<file path="config.mk">
export PLATFORM = sky130hd
export DESIGN_NAME = msg_arbiter
export DESIGN_NICKNAME = d
export VERILOG_FILES = /design/src/rtl/msg_pkg.sv /design/src/rtl/rr_pick.sv /design/src/rtl/msg_arbiter.sv
export SDC_FILE = /design/constraint.sdc
export NUM_CORES = 1
export LEC_CHECK = 0
export CAP_MARGIN = 20
export CORE_MARGIN = 5
export CORE_UTILIZATION = 33
export DETAILED_ROUTE_END_ITERATION = 6
export PLACE_DENSITY = 0.82
export REMOVE_ABC_BUFFERS = 1
export SLEW_MARGIN = 10
export SYNTH_ARGS = -nofsm -noshare
export SYNTH_HDL_FRONTEND = slang
export SYNTH_HIERARCHICAL = 1
export SYNTH_SLANG_ARGS = --single-unit
</file>
<file path="constraint.sdc">
create_clock -name clk -period 1.7 [get_ports clk]
set_input_delay 0.255 -clock clk [delete_from_list [all_inputs] [get_ports clk]]
set_output_delay 0.255 -clock clk [all_outputs]
set_load 0.02 [all_outputs]
</file>
<file path="src/rtl/msg_pkg.sv">
// rtl/msg_pkg.sv - shared state encoding and default sizing for the message arbiter
package msg_pkg;

    typedef enum logic [1:0] {
        IDLE    = 2'd0,
        LAUNCH  = 2'd1,
        WAIT    = 2'd2,
        RELEASE = 2'd3
    } msg_state_e;

    localparam int N_DEF       = 4;
    localparam int DW_DEF      = 8;
    localparam int TIMEOUT_DEF = 255;

endpackage

</file>
<file path="src/rtl/rr_pick.sv">
// rtl/rr_pick.sv - round-robin pick: first set request at or after ptr+1, wrapping
module rr_pick #(
    parameter int N  = 4,
    parameter int IW = (N > 1) ? $clog2(N) : 1
) (
    input  logic [N-1:0]  req,
    input  logic [IW-1:0] ptr,
    output logic          valid,
    output logic [IW-1:0] winner
);

    // Walk the rotated order from lowest to highest priority so the
    // highest-priority set bit is the last one written.
    always_comb begin
        valid  = |req;
        winner = '0;
        for (int k = N; k >= 1; k--) begin
            if (req[IW'((int'(ptr) + k) % N)]) begin
                winner = IW'((int'(ptr) + k) % N);
            end
        end
    end

endmodule

</file>
<file path="src/rtl/msg_arbiter.sv">
// rtl/msg_arbiter.sv - round-robin owner of the message serializer; optional watchdog via MSG_ARB_TIMEOUT_EN
module msg_arbiter
    import msg_pkg::*;
#(
    parameter int N       = N_DEF,
    parameter int DW      = DW_DEF,
    parameter int TIMEOUT = TIMEOUT_DEF
) (
    input  logic            clk,
    input  logic            rst,
    input  logic [N-1:0]    req,
    input  logic [N*DW-1:0] msg_in,
    input  logic            done,
    output logic [N-1:0]    grant,
    output logic [N-1:0]    ack,
    output logic            start,
    output logic [DW-1:0]   sel_data,
    output logic            busy,
    output logic            err
);

    localparam int IW = (N > 1) ? $clog2(N) : 1;

    msg_state_e    state_q, state_d;
    logic [IW-1:0] idx_q, idx_d;
    logic [IW-1:0] ptr_q, ptr_d;

    logic          pick_valid;
    logic [IW-1:0] pick_idx;

`ifdef MSG_ARB_TIMEOUT_EN
    localparam int CW = ($clog2(TIMEOUT + 1) > 8) ? $clog2(TIMEOUT + 1) : 8;

    logic [CW-1:0] wdog_q, wdog_d;
    logic          to_q, to_d;
`endif

    rr_pick #(
        .N  (N),
        .IW (IW)
    ) u_pick (
        .req    (req),
        .ptr    (ptr_q),
        .valid  (pick_valid),
        .winner (pick_idx)
    );

    // State, owner index and rotation pointer; reset leaves index 0 on top.
    always_ff @(posedge clk or posedge rst) begin
        if (rst) begin
            state_q <= IDLE;
            idx_q   <= '0;
            ptr_q   <= IW'(N - 1);
        end else begin
            state_q <= state_d;
            idx_q   <= idx_d;
            ptr_q   <= ptr_d;
        end
    end

`ifdef MSG_ARB_TIMEOUT_EN
    // Watchdog count of WAIT cycles and the abort flag shown during RELEASE.
    always_ff @(posedge clk or posedge rst) begin
        if (rst) begin
            wdog_q <= '0;
            to_q   <= 1'b0;
        end else begin
            wdog_q <= wdog_d;
            to_q   <= to_d;
        end
    end
`endif

    // Next state: req only matters in IDLE, done only in WAIT.
    always_comb begin
        state_d = state_q;
        idx_d   = idx_q;
        ptr_d   = ptr_q;
`ifdef MSG_ARB_TIMEOUT_EN
        wdog_d  = wdog_q;
        to_d    = to_q;
`endif
        case (state_q)
            IDLE: begin
                if (pick_valid) begin
                    state_d = LAUNCH;
                    idx_d   = pick_idx;
                end
            end
            LAUNCH: begin
                state_d = WAIT;
`ifdef MSG_ARB_TIMEOUT_EN
                wdog_d  = '0;
                to_d    = 1'b0;
`endif
            end
            WAIT: begin
                if (done) begin
                    state_d = RELEASE;
`ifdef MSG_ARB_TIMEOUT_EN
                end else if (wdog_q == CW'(TIMEOUT - 1)) begin
                    state_d = RELEASE;
                    to_d    = 1'b1;
                end else begin
                    wdog_d  = wdog_q + 1'b1;
`endif
                end
            end
            RELEASE: begin
                state_d = IDLE;
                ptr_d   = idx_q;
            end
            default: state_d = IDLE;
        endcase
    end

    // Moore outputs decoded from state and owner index.
    always_comb begin
        grant    = '0;
        ack      = '0;
        start    = 1'b0;
        sel_data = '0;
        busy     = (state_q != IDLE);
        err      = 1'b0;
        if (state_q != IDLE) begin
            grant    = N'(1) << idx_q;
            sel_data = msg_in[int'(idx_q) * DW +: DW];
        end
        if (state_q == LAUNCH) begin
            start = 1'b1;
        end
        if (state_q == RELEASE) begin
            ack = N'(1) << idx_q;
`ifdef MSG_ARB_TIMEOUT_EN
            err = to_q;
`endif
        end
    end

endmodule

</file>
### Word level (Yosys, flattened, before mapping)

Index checks and enable logic that the tools add are counted.

| storage, ports and cells | value |
|---|---|
| memory bits (writable) | 0 |
| bits in latches | 0 |
| memory bits (read-only) | 0 |
| output and inout bits | 19 |
| memories | 0 |
| bits in registers | 6 |

| cells by class | value |
|---|---|
| $add $sub $neg | 4 |
| multiplexer cells | 23 |
| div/mod/pow operators | 0 |
| magnitude comparators | 4 |
| reduce and logical (&&, ||, !) cells | 5 |
| bitwise gates (word level) | 0 |
| shifts and indexed selects | 2 |
| $mul | 0 |
| eq/ne operators | 5 |

Operator list:

| cell | number |
|---|---|
| indexed part select 32 x 6 -> 8 bit | 1 |
| less-than comparator 2 x 4 -> 1 bit (second input constant) | 4 |
| two-way mux 2 bit | 6 |
| two-way mux 1 bit | 9 |
| binary-select mux 1 bit (select 2 bit) | 4 |
| two-way mux 4 bit | 2 |
| two-way mux 8 bit | 1 |
| one-hot mux 2 bit (4 select lines) | 1 |
| adder 2 x 1 -> 2 bit (second input constant) | 2 |
| adder 2 bit (second input constant) | 2 |
| equality test 2 bit (second input constant) | 2 |
| inequality test 2 bit (second input constant) | 2 |
| AND reduction 2 bit | 2 |
| OR reduction 4 bit | 1 |
| left shift 1 x 2 -> 4 bit (first input constant) | 1 |
| equality test 2 x 1 -> 1 bit (second input constant) | 1 |
| logical NOT 2 bit | 1 |
| nonzero test 2 bit | 1 |

### Depth between registers and ports, before layout

| depth | value |
|---|---|
| word-level depth | 8 |
| mapped depth | 5 |
| mapped depth without buffers | 5 |

### By module

Netlist, hierarchy kept.

Modules (own cells, without submodules):

| module | times used | cells each | seq. area each (um^2) | area an instance (um^2) |
|---|---|---|---|---|
| msg_arbiter | 1 | 68 | 152.6 | 663.1 |
| rr_pick | 1 | 14 | 0.0 | 91.3 |

### Worst setup path after synthesis

No wires, ideal clock.

| timing path | value |
|---|---|
| path type | reg-to-output |
| start | register state_q[0] |
| end | output port sel_data[0] |
| arrival | 1.351 ns |
| path buffers | 1 |
| path slack | 0.094 ns |
| stages on the path, launching flop included | 6 |
| cell sequence | dfrtp_1 > inv_1 > ha_1 > or2_1 > buf_6 > o22ai_1 |

| between the ends | value |
|---|---|
| cells in the longest elaborated chain, start to end | 2 |

RTL lines:

| element | line | text |
|---|---|---|
| from (decl) | msg_arbiter.sv:24 | `msg_state_e state_q, state_d;` |
| from (signal assigned) | msg_arbiter.sv:55 | `state_q <= state_d;` |
| nonzero test 2 bit | msg_arbiter.sv:125 | `if (state_q != IDLE) begin` |
| two-way mux 8 bit | msg_arbiter.sv:125 |  |
| to (decl) | msg_arbiter.sv:17 | `output logic [DW-1:0] sel_data,` |

No other way between the ends.

### Worst setup path in the final report

| timing path | value |
|---|---|
| start | register idx_q[0] |
| end | output port sel_data[4] |

| between the ends | value |
|---|---|
| cells in the longest elaborated chain, start to end | 2 |

RTL lines:

| element | line | text |
|---|---|---|
| from (decl) | msg_arbiter.sv:25 | `logic [IW-1:0] idx_q, idx_d;` |
| from (signal assigned) | msg_arbiter.sv:56 | `idx_q <= idx_d;` |
| indexed part select 32 x 6 -> 8 bit | msg_arbiter.sv:127 | `sel_data = msg_in[int'(idx_q) * DW +: DW];` |
| two-way mux 8 bit | msg_arbiter.sv:125 |  |

No other way between the ends.

==> results.tsv <==
metric	value	unit
gp_congestion	0.854	
post-route-drc-count	0	
cts_made_buffers	3	
cp-end-kind	output pin	
grt_start_max_net_pins	24	
r2r_slack	0.18	ns
max_cap_viol_count	0	
dr_total_vias	886	
h-tree-depth	1	
global_route_usage_over_all_layers	0.178	
setup_repair_after_global_routing_missed_its_margin	yes	
synth_seq_area_share	0.202	
placed_area	1380	um^2
worstPathRequired	1.44	ns
detail-route-antenna-nets	0	
dp_cells	169	
critPathMaxStageDelay	0.40	ns
critical_path.cell_chain	buf_12 -> mux2i_1 -> o22ai_4 -> buf_6	
vias_per_cell	5.12	
worstReg2RegStart	state_q[0]	
pwr-share-clk	0.053	
synth_warnings	6	
cts_hold_repair.buffers	0	
number_of_antenna_violations_at_the_first_check_in_global_routing	0	
route.detailed.wl_per_inst	17.9	um
net-switching-power	1.25	mW
fp.dieArea	3340	um^2
antenna_cells	0	
floorplan.io_pins	58	
setup.worst_path.class	flop to output pin	
setup_viol	3	
final_design_area_no_fill	1500	um^2
failed_checks	negative setup slack	
grt_overflow	0	
die_h	57.8	um
synth_largest_area_cell	sky130_fd_sc_hd__mux2i_1	
crit_path_start	idx_q[0]	
cts_root_buf	sky130_fd_sc_hd__clkbuf_4	
finalNonFillerCells	173	
internal_power	1.50	mW
first_pass_iters	4	
fin_worst_skew	0.0146	ns
timing.final.hold_violations	0	
final-seq-area	153	um^2
die_x	57.8	um
crit-reg2reg-capture	state_q[1]	
vias_in_the_first_global_route	895	
avgSynthCellArea	9.20	um^2
setup_slack	-0.0132	ns
clock_transition_at_the_registers_of_the_reported_paths	0.05	ns
post_synth_main_area_contributors	sky130_fd_sc_hd__mux2i_1, sky130_fd_sc_hd__dfrtp_1, sky130_fd_sc_hd__ha_1	
postRouteWirelength	3.09	mm
drive_gt1_frac	0.428	
std_cell_rows	17	
placement.io_buffers	56	
hpwl	2.29	mm
p_seq_frac	0.113	
most_used_cells_in_the_layout_excluding_fill_and_tap_cells	sky130_fd_sc_hd__clkdlybuf4s50_1, sky130_fd_sc_hd__mux2i_1, sky130_fd_sc_hd__buf_4, sky130_fd_sc_hd__buf_6	
postSynthRegisterBits	6	
ctsLongestPathBuffers	2	
cts_setup_buffers	0	
outcome	finished with violations	
p_comb_frac	0.834	
crit_path_start_kind	flop	
total_leakage_power	0.676	nW
count_of_filler_cells_inserted_in_the_layout	166	
syn_inst	82	
vdd_drop_max	1.04	mV
switching_share_of_power	0.455	
area_used_by_multi_input_combinational_logic	637	um^2
fp.coreArea	2190	um^2
crit_fanout	23	
timing.reg2reg.worst_path_depth	7	
critical_path_arrival	1.46	ns
design.final.nets	190	
syn-cell-area	754	um^2
slew_violations	0	
worst_hold_slack	0.207	ns
pwr_density_cell	1840	nW/um^2
worst_skew_pair.late_latency	0.25	ns
initial_utilization	0.344	
layout.cells.most_common	sky130_fd_sc_hd__clkdlybuf4s50_1	
global_route_wire_length_before_repair	4.52	mm
finalCriticalPeriod	1.71	ns
detail_route.iter0.violations	33	
final_min_period_over_clock_period	1.01	
worst_path_max_delay_cell	sky130_fd_sc_hd__dfrtp_1	
kind_of_path_behind_the_tightest_hold_check	primary input to async pin	
clock-sinks	6	
fmax	584	MHz
tritoncts_clock_tree	done	
area_delta_synth_final	98.3	%
distinct_cell_type_count_after_synthesis	30	
post-synth-top-area-fraction	0.226	
[kinds of logic (layout without fill, tap and decap cells)]
family,after synthesis,count (layout),share of synthesized area
AO/OA/AOI/OAI,16,16,0.158
adder cells (fa/ha/maj),5,5,0.0829
buffers and inverters,14,77,0.111
flip-flops,6,6,0.202
multiplexers,21,21,0.290
other,1,1,0.00497
AND/OR/NAND/NOR,19,19,0.151
[layout make-up]
| class | count | area share |
|---|---|---|
| repair buffers | 66 | 0.414 |
| well taps | 28 | 0.0234 |
| clock buffers | 4 | 0.0176 |
| multi-input cells | 62 | 0.426 |
| inverters | 7 | 0.0176 |
| flip-flops and latches | 6 | 0.102 |
[worst max-delay path: cells and delay by family (launching register included)]
family,cells,cell delay (ns)
muxes,1,0.33
buffers and inverters,2,0.35
AOI/OAI and AO/OA,1,0.12
DFF,1,0.40
[power groups by stage]
stage | Combinational (mW) | Sequential [mW] | Clock (mW)
after floorplan | 0.989 | 0.396 | 0
after global placement | 1.93 | 0.299 | 0
after detailed placement | 2.00 | 0.309 | 0
after CTS | 2.17 | 0.308 | 0.150
after global routing | 2.44 | 0.322 | 0.157
final | 2.30 | 0.312 | 0.145
[cell usage after synthesis]
cell type / instances
sky130_fd_sc_hd__ha_1: 5
sky130_fd_sc_hd__o221ai_2: 1
sky130_fd_sc_hd__a2bb2oi_2: 1
sky130_fd_sc_hd__o22a_1: 1
sky130_fd_sc_hd__or2_1: 1
sky130_fd_sc_hd__dfrtp_1: 4
sky130_fd_sc_hd__a31oi_1: 1
sky130_fd_sc_hd__inv_1: 6
sky130_fd_sc_hd__nor3b_1: 3
sky130_fd_sc_hd__and3_2: 2
sky130_fd_sc_hd__a21oi_1: 2
sky130_fd_sc_hd__mux2_4: 1
sky130_fd_sc_hd__nor3_1: 1
sky130_fd_sc_hd__mux2_2: 3
sky130_fd_sc_hd__and2b_1: 1
sky130_fd_sc_hd__buf_6: 3
sky130_fd_sc_hd__buf_4: 2
sky130_fd_sc_hd__and3b_2: 1
sky130_fd_sc_hd__nor2_1: 3
sky130_fd_sc_hd__buf_1: 1
sky130_fd_sc_hd__nand2_1: 3
sky130_fd_sc_hd__a21oi_2: 1
sky130_fd_sc_hd__o21ai_0: 1
sky130_fd_sc_hd__buf_2: 1
sky130_fd_sc_hd__dfstp_2: 2
sky130_fd_sc_hd__o22ai_1: 8
sky130_fd_sc_hd__inv_2: 1
sky130_fd_sc_hd__mux2i_1: 17
sky130_fd_sc_hd__nand2b_1: 4
sky130_fd_sc_hd__conb_1: 1
[flip-flops by register name (all words and copies together), names as in the netlist]
| name | count |
|---|---|
| idx_q | 2 |
| state_q | 2 |
| ptr_q | 2 |
[worst max path at each step]
stage,slack (ns),end
global route,-0.12,sel_data[4]
finish,-0.01,sel_data[4]
detailed placement,-0.30,sel_data[0]
global placement,-0.27,sel_data[6]
CTS,-0.006,sel_data[6]
floorplan,-0.04,grant[1]
[metrics by stage]
stage | util | setup TNS [ns] | setup WS (ns) | power (mW)
2_1_floorplan | - | -0.0412 | -0.0412 | 1.38
5_1_grt | 0.683 | -0.495 | -0.123 | 2.92
4_1_cts | 0.669 | -0.00569 | -0.00569 | 2.63
3_5_place_dp | 0.630 | -3.44 | -0.299 | 2.31
6_report | 0.683 | -0.0272 | -0.0132 | 2.75
3_3_place_gp | 0.630 | -2.66 | -0.268 | 2.23
[metal layers]
metal | up-vias | global-route usage | wire [um]
met3 | 7 | 0.0668 | 351
li1 | 416 | - | -
met4 | 0 | 0.0497 | 37
met1 | 413 | 0.227 | 1390
met5 | - | 0 | 0
met2 | 50 | 0.279 | 1320
[timing repair]
| action | CTS | global route |
|---|---|---|
| setup endpoints to repair | 18 | 13 |
| endpoints found under the hold margin | 0 | 0 |
| pin swaps | 7 | 2 |
| resized for setup | 101 | 15 |
(Power assumes the default switching activity.)
